`src/rtl/div_pkg.sv`:
```
// rtl/div_pkg.sv - shared state encoding and constants for the sequential divider
package div_pkg;

    typedef enum logic [1:0] {
        ST_IDLE = 2'd0,
        ST_CALC = 2'd1,
        ST_FIN  = 2'd2
    } div_state_t;

    localparam int          DIV_ITER   = 32;
    localparam logic [31:0] DIV_ZERO_Q = 32'hFFFF_FFFF;

    // Two's-complement negate when en is set; also used for magnitude capture
    function automatic logic [31:0] neg_if(input logic [31:0] v, input logic en);
        return en ? (~v + 32'd1) : v;
    endfunction

endpackage

```
`src/rtl/adder32.sv`:
```
// rtl/adder32.sv - 32-bit adder with carry in/out
module adder32 (
    input  logic [31:0] a,
    input  logic [31:0] b,
    input  logic        cin,
    output logic [31:0] sum,
    output logic        cout
);

    assign {cout, sum} = {1'b0, a} + {1'b0, b} + {32'd0, cin};

endmodule

```
`src/rtl/divider32.sv`:
```
// rtl/divider32.sv - sequential restoring divider, one quotient bit per clock
module divider32
    import div_pkg::*;
#(
    parameter int WIDTH = 32
) (
    input  logic             clk,
    input  logic             resetn,
    input  logic             start,
    input  logic             sign,
    input  logic [WIDTH-1:0] dividend,
    input  logic [WIDTH-1:0] divisor,
    output logic             busy,
    output logic             done,
    output logic             div_zero,
    output logic [WIDTH-1:0] quotient,
    output logic [WIDTH-1:0] remainder
);

    localparam logic [4:0] LAST_ITER = 5'(DIV_ITER - 1);

    div_state_t       state;
    logic [WIDTH-1:0] dvd;
    logic [WIDTH-1:0] rem;
    logic [WIDTH-1:0] dsr;
    logic [4:0]       cnt;
    logic             neg_q;
    logic             neg_r;

    logic [WIDTH:0]   shifted;
    logic [WIDTH-1:0] diff;
    logic             carry;
    logic             qbit;
    logic [WIDTH-1:0] rem_next;
    logic [WIDTH-1:0] quo_next;
    logic [WIDTH-1:0] dividend_mag;
    logic [WIDTH-1:0] divisor_mag;

    assign shifted = {rem, dvd[WIDTH-1]};

    adder32 u_sub (
        .a    (shifted[WIDTH-1:0]),
        .b    (~dsr),
        .cin  (1'b1),
        .sum  (diff),
        .cout (carry)
    );

    // shifted[WIDTH] set means the 33-bit value already exceeds any 32-bit divisor
    assign qbit     = carry | shifted[WIDTH];
    assign rem_next = qbit ? diff : shifted[WIDTH-1:0];
    assign quo_next = {dvd[WIDTH-2:0], qbit};

    assign dividend_mag = neg_if(dividend, sign & dividend[WIDTH-1]);
    assign divisor_mag  = neg_if(divisor,  sign & divisor[WIDTH-1]);

    always_ff @(posedge clk or negedge resetn) begin
        if (!resetn) begin
            state     <= ST_IDLE;
            dvd       <= '0;
            rem       <= '0;
            dsr       <= '0;
            cnt       <= '0;
            neg_q     <= 1'b0;
            neg_r     <= 1'b0;
            busy      <= 1'b0;
            done      <= 1'b0;
            div_zero  <= 1'b0;
            quotient  <= '0;
            remainder <= '0;
        end else begin
            done <= 1'b0;
            case (state)
                ST_IDLE, ST_FIN: begin
                    if (start) begin
                        dvd      <= dividend_mag;
                        dsr      <= divisor_mag;
                        rem      <= '0;
                        cnt      <= '0;
                        neg_q    <= sign & (dividend[WIDTH-1] ^ divisor[WIDTH-1]);
                        neg_r    <= sign & dividend[WIDTH-1];
                        div_zero <= 1'b0;
                        if (divisor == '0) begin
                            state     <= ST_FIN;
                            done      <= 1'b1;
                            div_zero  <= 1'b1;
                            quotient  <= DIV_ZERO_Q;
                            remainder <= dividend;
                        end else begin
                            state <= ST_CALC;
                            busy  <= 1'b1;
                        end
                    end else begin
                        state <= ST_IDLE;
                    end
                end
                ST_CALC: begin
                    dvd <= quo_next;
                    rem <= rem_next;
                    cnt <= cnt + 5'd1;
                    if (cnt == LAST_ITER) begin
                        state     <= ST_FIN;
                        busy      <= 1'b0;
                        done      <= 1'b1;
                        quotient  <= neg_if(quo_next, neg_q);
                        remainder <= neg_if(rem_next, neg_r);
                    end
                end
                default: state <= ST_IDLE;
            endcase
        end
    end

endmodule

```
`config.mk`:
```
export PLATFORM = sky130hd
export DESIGN_NAME = divider32
export DESIGN_NICKNAME = d
export VERILOG_FILES = /design/src/rtl/div_pkg.sv /design/src/rtl/adder32.sv /design/src/rtl/divider32.sv
export SDC_FILE = /design/constraint.sdc
export NUM_CORES = 1
export LEC_CHECK = 0
export ABC_AREA = 1
export CAP_MARGIN = 20
export CORE_MARGIN = 5
export CORE_UTILIZATION = 40
export DETAILED_ROUTE_END_ITERATION = 10
export GPL_TIMING_DRIVEN = 0
export PLACE_DENSITY = 0.71
export SLEW_MARGIN = 25
export SYNTH_ARGS = -nofsm -noshare
export SYNTH_HDL_FRONTEND = slang
export SYNTH_SLANG_ARGS = --single-unit
```
`constraint.sdc`:
```
create_clock -name clk -period 3.6 [get_ports clk]
set_input_delay 0.36 -clock clk [delete_from_list [all_inputs] [get_ports clk]]
set_output_delay 0.36 -clock clk [all_outputs]
set_load 0.05 [all_outputs]
```
==> metrics, run 1 <==
clock buffer count from CTS 17; FMAX 281.6 MHz; slew margin rel. 0.2351; type of origin of the critical path flip-flop; Layout Skew about 0.014 ns; P&R area growth vs syn 26.71%; final hold slack approximately 0.39 ns; unrepaired setup endpoints after global routing yes; first-pass GRT wire length approximately 80000 um; sequential fraction of the synthesis area 0.3290; GRT overflow 0; drt wl/cell 20.16 um; Slowest-stage cell, CP dfrtp_1; CTS root buf clkbuf_16; Tcrit/Tclk final 0.9863; commonest non-fill, non-tap cell in the layout nand2_1; ant diodes 0; Fillers about 3200; worst-path fanout max 4; Worst R2R End quotient[28]; multi-input logic area 8038 um^2; GP Congestion approximately 1; slowest stage delay, CP around 0.39 ns; via count approximately 15000; Least-Margin Pin Slew ~1.1 ns; post-synth top area share 0.3290; antenna-violating nets left 0; # H-tree levels 4; critical path capture point quotient[28]; DRT Wirelength about 54000 um; Critical Path End Type flip-flop; Setup Viol. Count Final 0; Reg2Reg Setup Slack slightly below 0.05 ns; final layout net count around 2300; number of port buffers 134; Final Instance Area 16580 um^2; vias in the first global route 14115; Cells after Synth about 2000; Synth async-reset ratio 1.000; Max-Cap Viols 0; height of the die between 150 and 200 um; vias per inst 5.493; largest net degree at the start of global routing around 70; Worst-path clk slew 0.07 ns; most common flop cell mapped by yosys dfrtp_1; Post-Syn Area between 10000 and 15000 um^2; initial antenna violation count 2; I/O Pins roughly 140; Syn Area/Cell between 6 and 7 um^2; top post-synthesis cells by area dfrtp_1 33%, nand2_1 17%, inv_1 7.9%, nor2_1 5.9%, o21ai_0 5.8%; worst skew pair latency approximately 0.47 ns; num rows 66; CP most frequent cell nand2_2; Post-synth EDFFs 0; status completed; Post-DP HPWL 40950 um; Syn Nets around 2100; WP data arrival 3.90 ns; Worst Setup SP dvd[31]; Hold Path Class input pin to async pin; Synth Warn # 0; initial core utilization 0.4031; Core Footprint 32450 um^2; Placement Cell Area about 15000 um^2; reg2reg start dvd[31]; FF+latch area ~4300 um^2; die footprint 36420 um^2; Clock Sinks approximately 170; total track usage 0.2937; CTS tree built; Clock Path Buffers 2; Die W approximately 190 um; post-route minimum period approximately 3.6 ns; Final Hold Viols 0; DRC violation total after the first TritonRoute iteration about 1400; Required @ worst endpoint between 3 and 4 ns; drt first pass iters 6; share of cells above drive strength 1 0.1117; worst setup path class flip-flop to flip-flop; pins over their slew limit 0; largest area contributor in the netlist dfrtp_1; #FFs+latches synth between 150 and 200; most frequent cells in the layout 578 x nand2_1, 257 x inv_1, 196 x nor2_1, 163 x dfrtp_1, 148 x o21ai_0; DRC 0; reg2reg path depth 31; number of library cell types mapped by synthesis 54
synthesized netlist by cell type, types with 12 or more instances:
| cell | number |
|---|---|
| o211ai_1 | 18 |
| o22ai_1 | 16 |
| buf_1 | 12 |
| clkbuf_1 | 51 |
| inv_1 | 276 |
| o21ai_0 | 152 |
| a21oi_1 | 61 |
| nand3_1 | 147 |
| xnor2_1 | 13 |
| dfrtp_1 | 172 |
| nand2_1 | 604 |
| nand2_2 | 14 |
| nor2_1 | 205 |
| nor3_1 | 42 |
| ha_1 | 38 |
| xor2_1 | 26 |
| nand4_1 | 31 |
| a31oi_1 | 19 |
how the worst min path moves through the flow:
stage | start | endpoint | slack (ns) | depth (start not counted)
after floorplan | resetn | busy | 0.06 | 0
after global placement | remainder[9] | remainder[9] | 0.46 | 2
after detailed placement | resetn | quotient[0] | 0.29 | 1
after CTS | resetn | quotient[1] | 0.40 | 2
after global routing | resetn | quotient[7] | 0.41 | 2
final | resetn | quotient[0] | 0.39 | 2
state kept, by name, summed over array words and instances (netlist names):
signal     count
dsr           32
dvd           32
quotient      32
rem           32
remainder     32
cnt            5
state          2
busy           1
div_zero       1
done           1
neg_q          1
neg_r          1
routing by layer:
metal / part of all wire / global-route usage / vias up / routed length [um]
li1: - / - / 6948 / -
met1: 0.45 / 0.4302 / 6973 / 24470
met2: 0.42 / 0.4404 / 661 / 22850
met3: 0.088 / 0.05126 / 94 / 4742
met4: 0.033 / 0.09392 / 0 / 1792
met5: 0 / 0 / - / 0
what timing repair did:
| item | CTS | global route |
|---|---|---|
| hold buffers | 1 | 0 |
| pin swaps | 25 | 30 |
| setup buffers | 26 | 12 |
| gates resized for setup | 91 | 60 |
| endpoints found under the setup margin | 26 | 40 |
| endpoints found under the hold margin | 45 | 0 |
critical path: cells and delay by family (launching register included):
kind,cells,cell delay (ns)
DFF,1,0.39
AOI/OAI and AO/OA,3,0.38
adders and majority gates,3,0.49
buffers and inverters,7,0.51
and+or+nand+nor,18,1.63
layout make-up:
cell class | count | area share
Tap cell | 442 | 0.03336
Multi-Input combinational cell | 1494 | 0.4849
Clock buffer | 18 | 0.02589
Buffer | 71 | 0.01932
Timing Repair Buffer | 174 | 0.1024
Inverter | 287 | 0.06559
Sequential cell | 172 | 0.2603
Clock inverter | 14 | 0.008228
metrics by stage:
| step | worst slack (ns) | TNS, ns | utilization | instances |
|---|---|---|---|---|
| after CTS | -0.1401 | -0.2866 | 0.5029 | 2662 |
| after detailed placement | -1.204 | -18.24 | 0.4636 | 2603 |
| after global routing | -0.1733 | -0.9740 | 0.5108 | 2672 |
| after floorplan | 0.002470 | 0 | - | 2025 |
| after global placement | -5.098 | -889.87 | 0.4618 | 2601 |
| final | 0.04920 | 0 | 0.5108 | 2672 |
kinds of logic after synthesis:
group,after synthesis,synth area share
AND/OR/NAND/NOR,1090,0.3554
buffers and inverters,359,0.1063
AO/OA/AOI/OAI,325,0.1445
multiplexers,1,0.0007652
adder cells (fa/ha/maj),39,0.03788
XOR/XNOR,39,0.02611
flip-flops,172,0.3290
Power of run 1 is left out: the tool's default activity adds up to more than one toggle a clock period on the data nets, which glitch-free logic cannot reach.
==> inputs of run 2 (changes only) <==
CORE_UTILIZATION = 53   (was 40)
PLACE_DENSITY = 0.87   (was 0.71)
SYNTH_HIERARCHICAL = 1   (was default)
==> run 2 against run 1 <==
The run now ends with setup timing left. Clock-buffer cell count fell by 1. Routed wire length rose by 4.8%. Global-route usage rose by 7.5 points. Highest routed layer unchanged.
==> metrics, run 2 <==
status finished with violations; failing checks setup timing; Post-Syn Area 13330 um^2 (+1.9%); CTS root buf clkbuf_16; Synth Area in XOR/XNOR 0.02694 (+0.0008238); vias per inst 6.036 (+9.9%); post-route minimum period 4.079 ns (+0.5279 ns); top cells by count, synth 643 x nand2_1, 318 x inv_1, 218 x nor2_1; most common flop cell mapped by yosys dfrtp_1; setup TNS -11.67 ns (-11.67 ns); ant diodes 0 (unchanged); Tcrit/Tclk final 1.133 (+0.1466); vias in the first global route 14689 (+4.1%); Max-Cap Viols 0 (unchanged); final hold slack 0.3693 ns (-0.01909 ns); GRT overflow 0 (unchanged); Post-synth EDFFs 0 (unchanged); #FFs+latches synth 172 (unchanged); FMAX 245.2 MHz (-13%); Worst R2R End remainder[29]; synthesized-area fraction occupied by adder cells 0.03773 (-0.0001478); Final Hold Viols 0 (unchanged); via count 16134 (+9.9%); largest area contributor in the netlist dfrtp_1; count leader, synth nand2_1; P&R area growth vs syn 30.18%; commonest non-fill, non-tap cell in the layout nand2_1; most frequent cells in the layout 592 x nand2_1, 309 x inv_1, 199 x nor2_1, 171 x dfrtp_1, 142 x nand3_1; Clock Sinks 172 (unchanged); I/O Pins 135 (unchanged); worst skew pair latency 0.45 ns (-0.02 ns); Layout Skew 0.02150 ns (+0.007248 ns); Compound-Gate Fraction of Synth Area 0.1375 (-0.007030); initial core utilization 0.5340 (+0.1310); Slowest-stage cell, CP dfrtp_2; DRC 0 (unchanged); die footprint 28430 um^2 (-22%); final layout net count 2437 (+4.9%); number of port buffers 134 (unchanged); largest net degree at the start of global routing 77 (+8.5%); number of library cell types mapped by synthesis 46 (-15%); WP data arrival 4.46 ns (+0.56 ns); Required @ worst endpoint 3.98 ns (+0.03 ns); DRT Wirelength 56420 um (+4.8%); Synth Area in Simple Gates 0.3600 (+0.004591); clock buffer count from CTS 17 (unchanged); slew margin rel. 0.3628 (+0.1277); # H-tree levels 4 (unchanged); Syn Area/Cell 6.330 um^2 (-2.0%); reg2reg start dvd[31]; unrepaired setup endpoints after global routing yes; Reg2Reg Setup Slack -0.48 ns (-0.53 ns); share of cells above drive strength 1 0.1404 (+0.02876); worst setup path class flip-flop to flip-flop; reg2reg path depth 27 (-13%); post-synth top area share 0.3229 (-0.006176); Synth Warn # 6 (+6); Post-Place Worst Slack -1.043 ns (+0.1611 ns); CTS tree built; Synth async-reset ratio 1.000 (unchanged); Die W 168.6 um (-12%); Syn Nets 2213 (+3.8%); worst-path fanout max 8 (+4); first-pass GRT wire length 81720 um (-0.19%); Clock Path Buffers 2 (unchanged); Core Footprint 24960 um^2 (-23%); height of the die 168.6 um (-12%); drt wl/cell 21.11 um (+4.7%); Setup Viol. Count Final 48 (+48); Cells after Synth 2106 (+4.0%); sequential fraction of the synthesis area 0.3229 (-0.006176); initial antenna violation count 0 (-2); total track usage 0.3684 (+0.07475); Hold Path Class input pin to async pin; type of origin of the critical path flip-flop; Post-DP HPWL 41080 um (+0.32%); top post-synthesis cells by area dfrtp_1 32%, nand2_1 18%, inv_1 9.0%, nand3_1 6.5%, nor2_1 6.1%; main combinational cell family by area after synthesis simple AND/OR/NAND/NOR gates; setup ws final -0.4787 ns (-0.5279 ns); DRC violation total after the first TritonRoute iteration 2209 (+55%); Worst-path clk slew 0.09 ns (+0.02 ns); GP Congestion 1.069 (+9.4%); slowest stage delay, CP 0.48 ns (+0.09 ns); CP delay by family, top simple AND/OR/NAND/NOR gates; Fillers 2145 (-34%); mux cell area share after synthesis 0 (-0.0007652); drt first pass iters 10 (+4); worst path bufs/invs 4 (-3); pins over their slew limit 0 (unchanged); num rows 58 (-12%); Least-Margin Pin Slew 0.9557 ns (-0.1916 ns); Critical Path End Type flip-flop; antenna-violating nets left 0 (unchanged)
## run 2: what timing repair did
item | in CTS | in global routing
hold endpoints to repair | 30 | 0
buffers inserted | 39 | 30
pin swaps | 38 | 71
hold buffers | 1 | 0
setup endpoints to repair | 50 | 54
gates cloned | 0 | 1
gates resized for setup | 136 | 129
## run 2: final cells by class
class	count	area [um^2]	area share
inverter	329	1240	0.07144
clock inverter	15	191.4	0.01103
timing repair buffer	205	2046	0.1179
buffer	64	329.1	0.01896
sequential	172	4305	0.2481
clock buffer	17	425.4	0.02451
tap	330	412.9	0.02379
multi-input combinational	1541	8406	0.4843
## run 2: logic make-up (layout without fill, tap and decap cells)
| logic type | after synthesis | in the layout |
|---|---|---|
| AOI/OAI and AO/OA | 315 | 315 |
| xor gates and xnor gates | 41 | 41 |
| adders and majority gates | 39 | 39 |
| buffers and inverters | 393 | 630 |
| DFF | 172 | 172 |
| other | 1 | 1 |
| and+or+nand+nor | 1145 | 1145 |
## run 2: worst max-delay path by stage
stage | from | end | slack [ns] | cells past startpoint
3_5_place_dp | dvd[31] | quotient[30] | -1.04 | 26
4_1_cts | dsr[0] | quotient[26] | -0.31 | 26
5_1_grt | dvd[31] | remainder[29] | -0.65 | 27
2_1_floorplan | dsr[0] | quotient[20] | 0.03 | 27
3_3_place_gp | resetn | dsr[7] | -4.78 | 1
6_report | dvd[31] | remainder[29] | -0.48 | 27
## run 2: worst reg2reg max path: stages (launching register included)
cell and delay, ns:
dfrtp_2 0.48, fa_2 0.41, fa_2 0.40, nand3_2 0.09
nand3_2 0.09, nand2_2 0.10, nand2_4 0.07, nand3_4 0.09
nand3_2 0.09, nand2_2 0.10, nand2_4 0.07, nor2_4 0.24
buf_8 0.14, buf_8 0.10, buf_4 0.11, buf_8 0.14
nand2_4 0.09, o21ai_4 0.09, nand2_1 0.09, nor2_1 0.16
nand2_2 0.13, nor2_4 0.13, nand2_4 0.08, nor2_1 0.10
nor2_1 0.05, nand2_1 0.09, nand3_2 0.14, nand2_1 0.13
## run 2: metrics by stage
step | std cells | utilization | area, um^2
after CTS | 2644 | 0.6664 | 16640
after detailed placement | 2572 | 0.6086 | 15190
after global placement | 2570 | 0.6062 | 15130
after floorplan | 2106 | - | 13380
after global routing | 2673 | 0.6952 | 17360
final | 2673 | 0.6952 | 17360
## run 2: layer usage
metal	share of wire	global-route usage	vias up
li1	-	-	7192
met1	0.40	0.5229	7607
met2	0.43	0.5622	1114
met3	0.13	0.09061	221
met4	0.045	0.1066	0
met5	0	0	-
Power of run 2 is left out for the same reason.
==> inputs of run 3 (changes only) <==
CORE_ASPECT_RATIO = 0.8   (was default)
CORE_UTILIZATION = 59   (was 53)
DONT_BUFFER_PORTS = 1   (was default)
==> run 3 against run 2 <==
The run ends with hold timing, setup timing left. Critical path type unchanged. Routed wire length decreased by 3.3%. Via count decreased by 4.7%. Fmax increased by 4.9%. Sequential share of layout area increased by 2.0 points. Largest cell class unchanged.
==> metrics, run 3 (synthesis gave the netlist of run 2 again) <==
ant diodes 0 (unchanged); Critical Path End Type flip-flop; Layout Skew 0.01514 ns (-0.006361 ns); setup ws final -0.2879 ns (+0.1908 ns); drt wl/cell 21.73 um (+3.0%); DRC 0 (unchanged); total track usage 0.4084 (+0.03995); post-route minimum period 3.888 ns (-0.1908 ns); initial antenna violation count 2 (+2); pins over their slew limit 0 (unchanged); Clock Path Buffers 2 (unchanged); height of the die 144.5 um (-14%); Slowest-stage cell, CP fa_2; Required @ worst endpoint 3.93 ns (-0.05 ns); Least-Margin Pin Slew 1.013 ns (+0.05760 ns); Placement Cell Area 13760 um^2 (-9.4%); first-pass GRT wire length 79350 um (-2.9%); WP data arrival 4.22 ns (-0.24 ns); failing checks hold timing, setup timing; status finished with violations; num rows 49 (-16%); I/O Pins 135 (unchanged); Core Footprint 22380 um^2 (-10%); Final Instance Area 16040 um^2 (-7.6%); slew margin rel. 0.3244 (-0.03840); final hold slack -0.3875 ns (-0.7568 ns); GRT overflow 0 (unchanged); DRC violation total after the first TritonRoute iteration 2685 (+22%); antenna-violating nets left 0 (unchanged); Post-DP HPWL 40640 um (-1.1%); FMAX 257.2 MHz (+4.9%); initial core utilization 0.5958 (+0.06172); reg2reg start dsr[0]; worst setup path class flip-flop to flip-flop; vias per inst 6.125 (+1.5%); Hold Path Class input pin to async pin; gr busiest metal met1; Max-Cap Viols 0 (unchanged); DRT Wirelength 54550 um (-3.3%); Tcrit/Tclk final 1.080 (-0.05300); worst skew pair latency 0.46 ns (about the same); met1 Use GR 0.5816 (+0.05868); Setup Viol. Count Final 40 (-17%); via count 15373 (-4.7%); number of port buffers 0 (-100%); drt first pass iters 7 (-3); clock buffer count from CTS 17 (unchanged); P&R area growth vs syn 20.33%; type of origin of the critical path flip-flop; Worst-path clk slew 0.07 ns (-0.02 ns); share of cells above drive strength 1 0.1552 (+0.01475); CTS tree built; slowest stage delay, CP 0.41 ns (-0.07 ns); Clock Sinks 172 (unchanged); Die W 178.1 um (+5.6%); vias in the first global route 13870 (-5.6%); most frequent cells in the layout 590 x nand2_1, 307 x inv_1, 197 x nor2_1, 172 x dfrtp_1, 144 x nand3_1; unrepaired setup endpoints after global routing yes; commonest non-fill, non-tap cell in the layout nand2_1; CTS root buf clkbuf_16; final layout net count 2298 (-5.7%); die footprint 25720 um^2 (-9.5%); CP most frequent cell nand2_4; M3 GR Usage 0.1817 (+0.09104); # H-tree levels 4 (unchanged); met2 GRT Util 0.5669 (+0.004692); Worst Setup SP dsr[0]; largest net degree at the start of global routing 173 (+120%); worst-path fanout max 4 (-4); Final Hold Viols 172 (+172); GP Congestion 1.078 (+0.79%)
==> run 3: cell count changes in the layout (fill, tap and decap cells not counted), moves of 4 or more <==
| cell | change |
|---|---|
| o21ai_4 | +6 |
| nand2_4 | +4 |
| clkdlybuf4s50_1 | -133 |
| o21ai_1 | -6 |
| clkinv_8 | -6 |
| clkinvlp_4 | +5 |
| nand3_2 | -4 |
| ha_1 | -4 |
==> run 3: layout make-up <==
cell class,instances,area (um^2)
clock buffer,19,452.9
sequential,172,4304
tap,306,382.9
inverter,329,1245
multi-input combinational,1541,8591
clock inverter,13,131.4
timing repair buffer,67,594.3
fill,1848,6336
buffer,63,340.3
==> run 3: metal layers <==
metal / share of wire / vias to the layer above
met5: 0.00062 / -
met1: 0.40 / 7091
li1: - / 6919
met4: 0.036 / 4
met2: 0.40 / 1161
met3: 0.17 / 198
==> run 3: final timing paths <==
kind	endpoint	slack [ns]	depth (start not counted)
setup / recovery	quotient[26]	-0.29	26
hold / removal	rem[29]	-0.39	0
setup reg to reg	quotient[26]	-0.29	26
hold reg to reg	dsr[27]	0.49	2
max in group asynchronous	dsr[20]	3.72	0
min in group clk	dvd[1]	0.06	2
==> run 3: per-stage QoR <==
| step | util | TNS [ns] | std cells | worst slack, ns |
|---|---|---|---|---|
| 2_1_floorplan | - | 0 | 2106 | 0.02645 |
| 3_3_place_gp | 0.6149 | -23.90 | 2412 | -1.203 |
| 3_5_place_dp | 0.6149 | -26.58 | 2412 | -1.306 |
| 4_1_cts | 0.6715 | -1.242 | 2474 | -0.1995 |
| 5_1_grt | 0.7169 | -12.11 | 2510 | -0.4393 |
| 6_report | 0.7169 | -6.398 | 2510 | -0.2879 |
==> run 3: repair_timing <==
item                                    CTS  global route
resized for setup                       122           185
hold endpoints to repair                172           172
endpoints found under the setup margin   55            48
buffers inserted                         31            37
pin swaps                                37            60
gates cloned                              0             1
==> run 3: critical path: cells and delay by family, from the launching register on <==
| kind | cells | cell delay [ns] |
|---|---|---|
| AND/OR/NAND/NOR | 15 | 1.45 |
| adder cells (fa/ha/maj) | 3 | 0.93 |
| buffers and inverters | 5 | 0.47 |
| AO/OA/AOI/OAI | 2 | 0.38 |
| flip-flops | 1 | 0.37 |
| XOR/XNOR | 1 | 0.15 |
Power of run 3 is left out for the same reason.
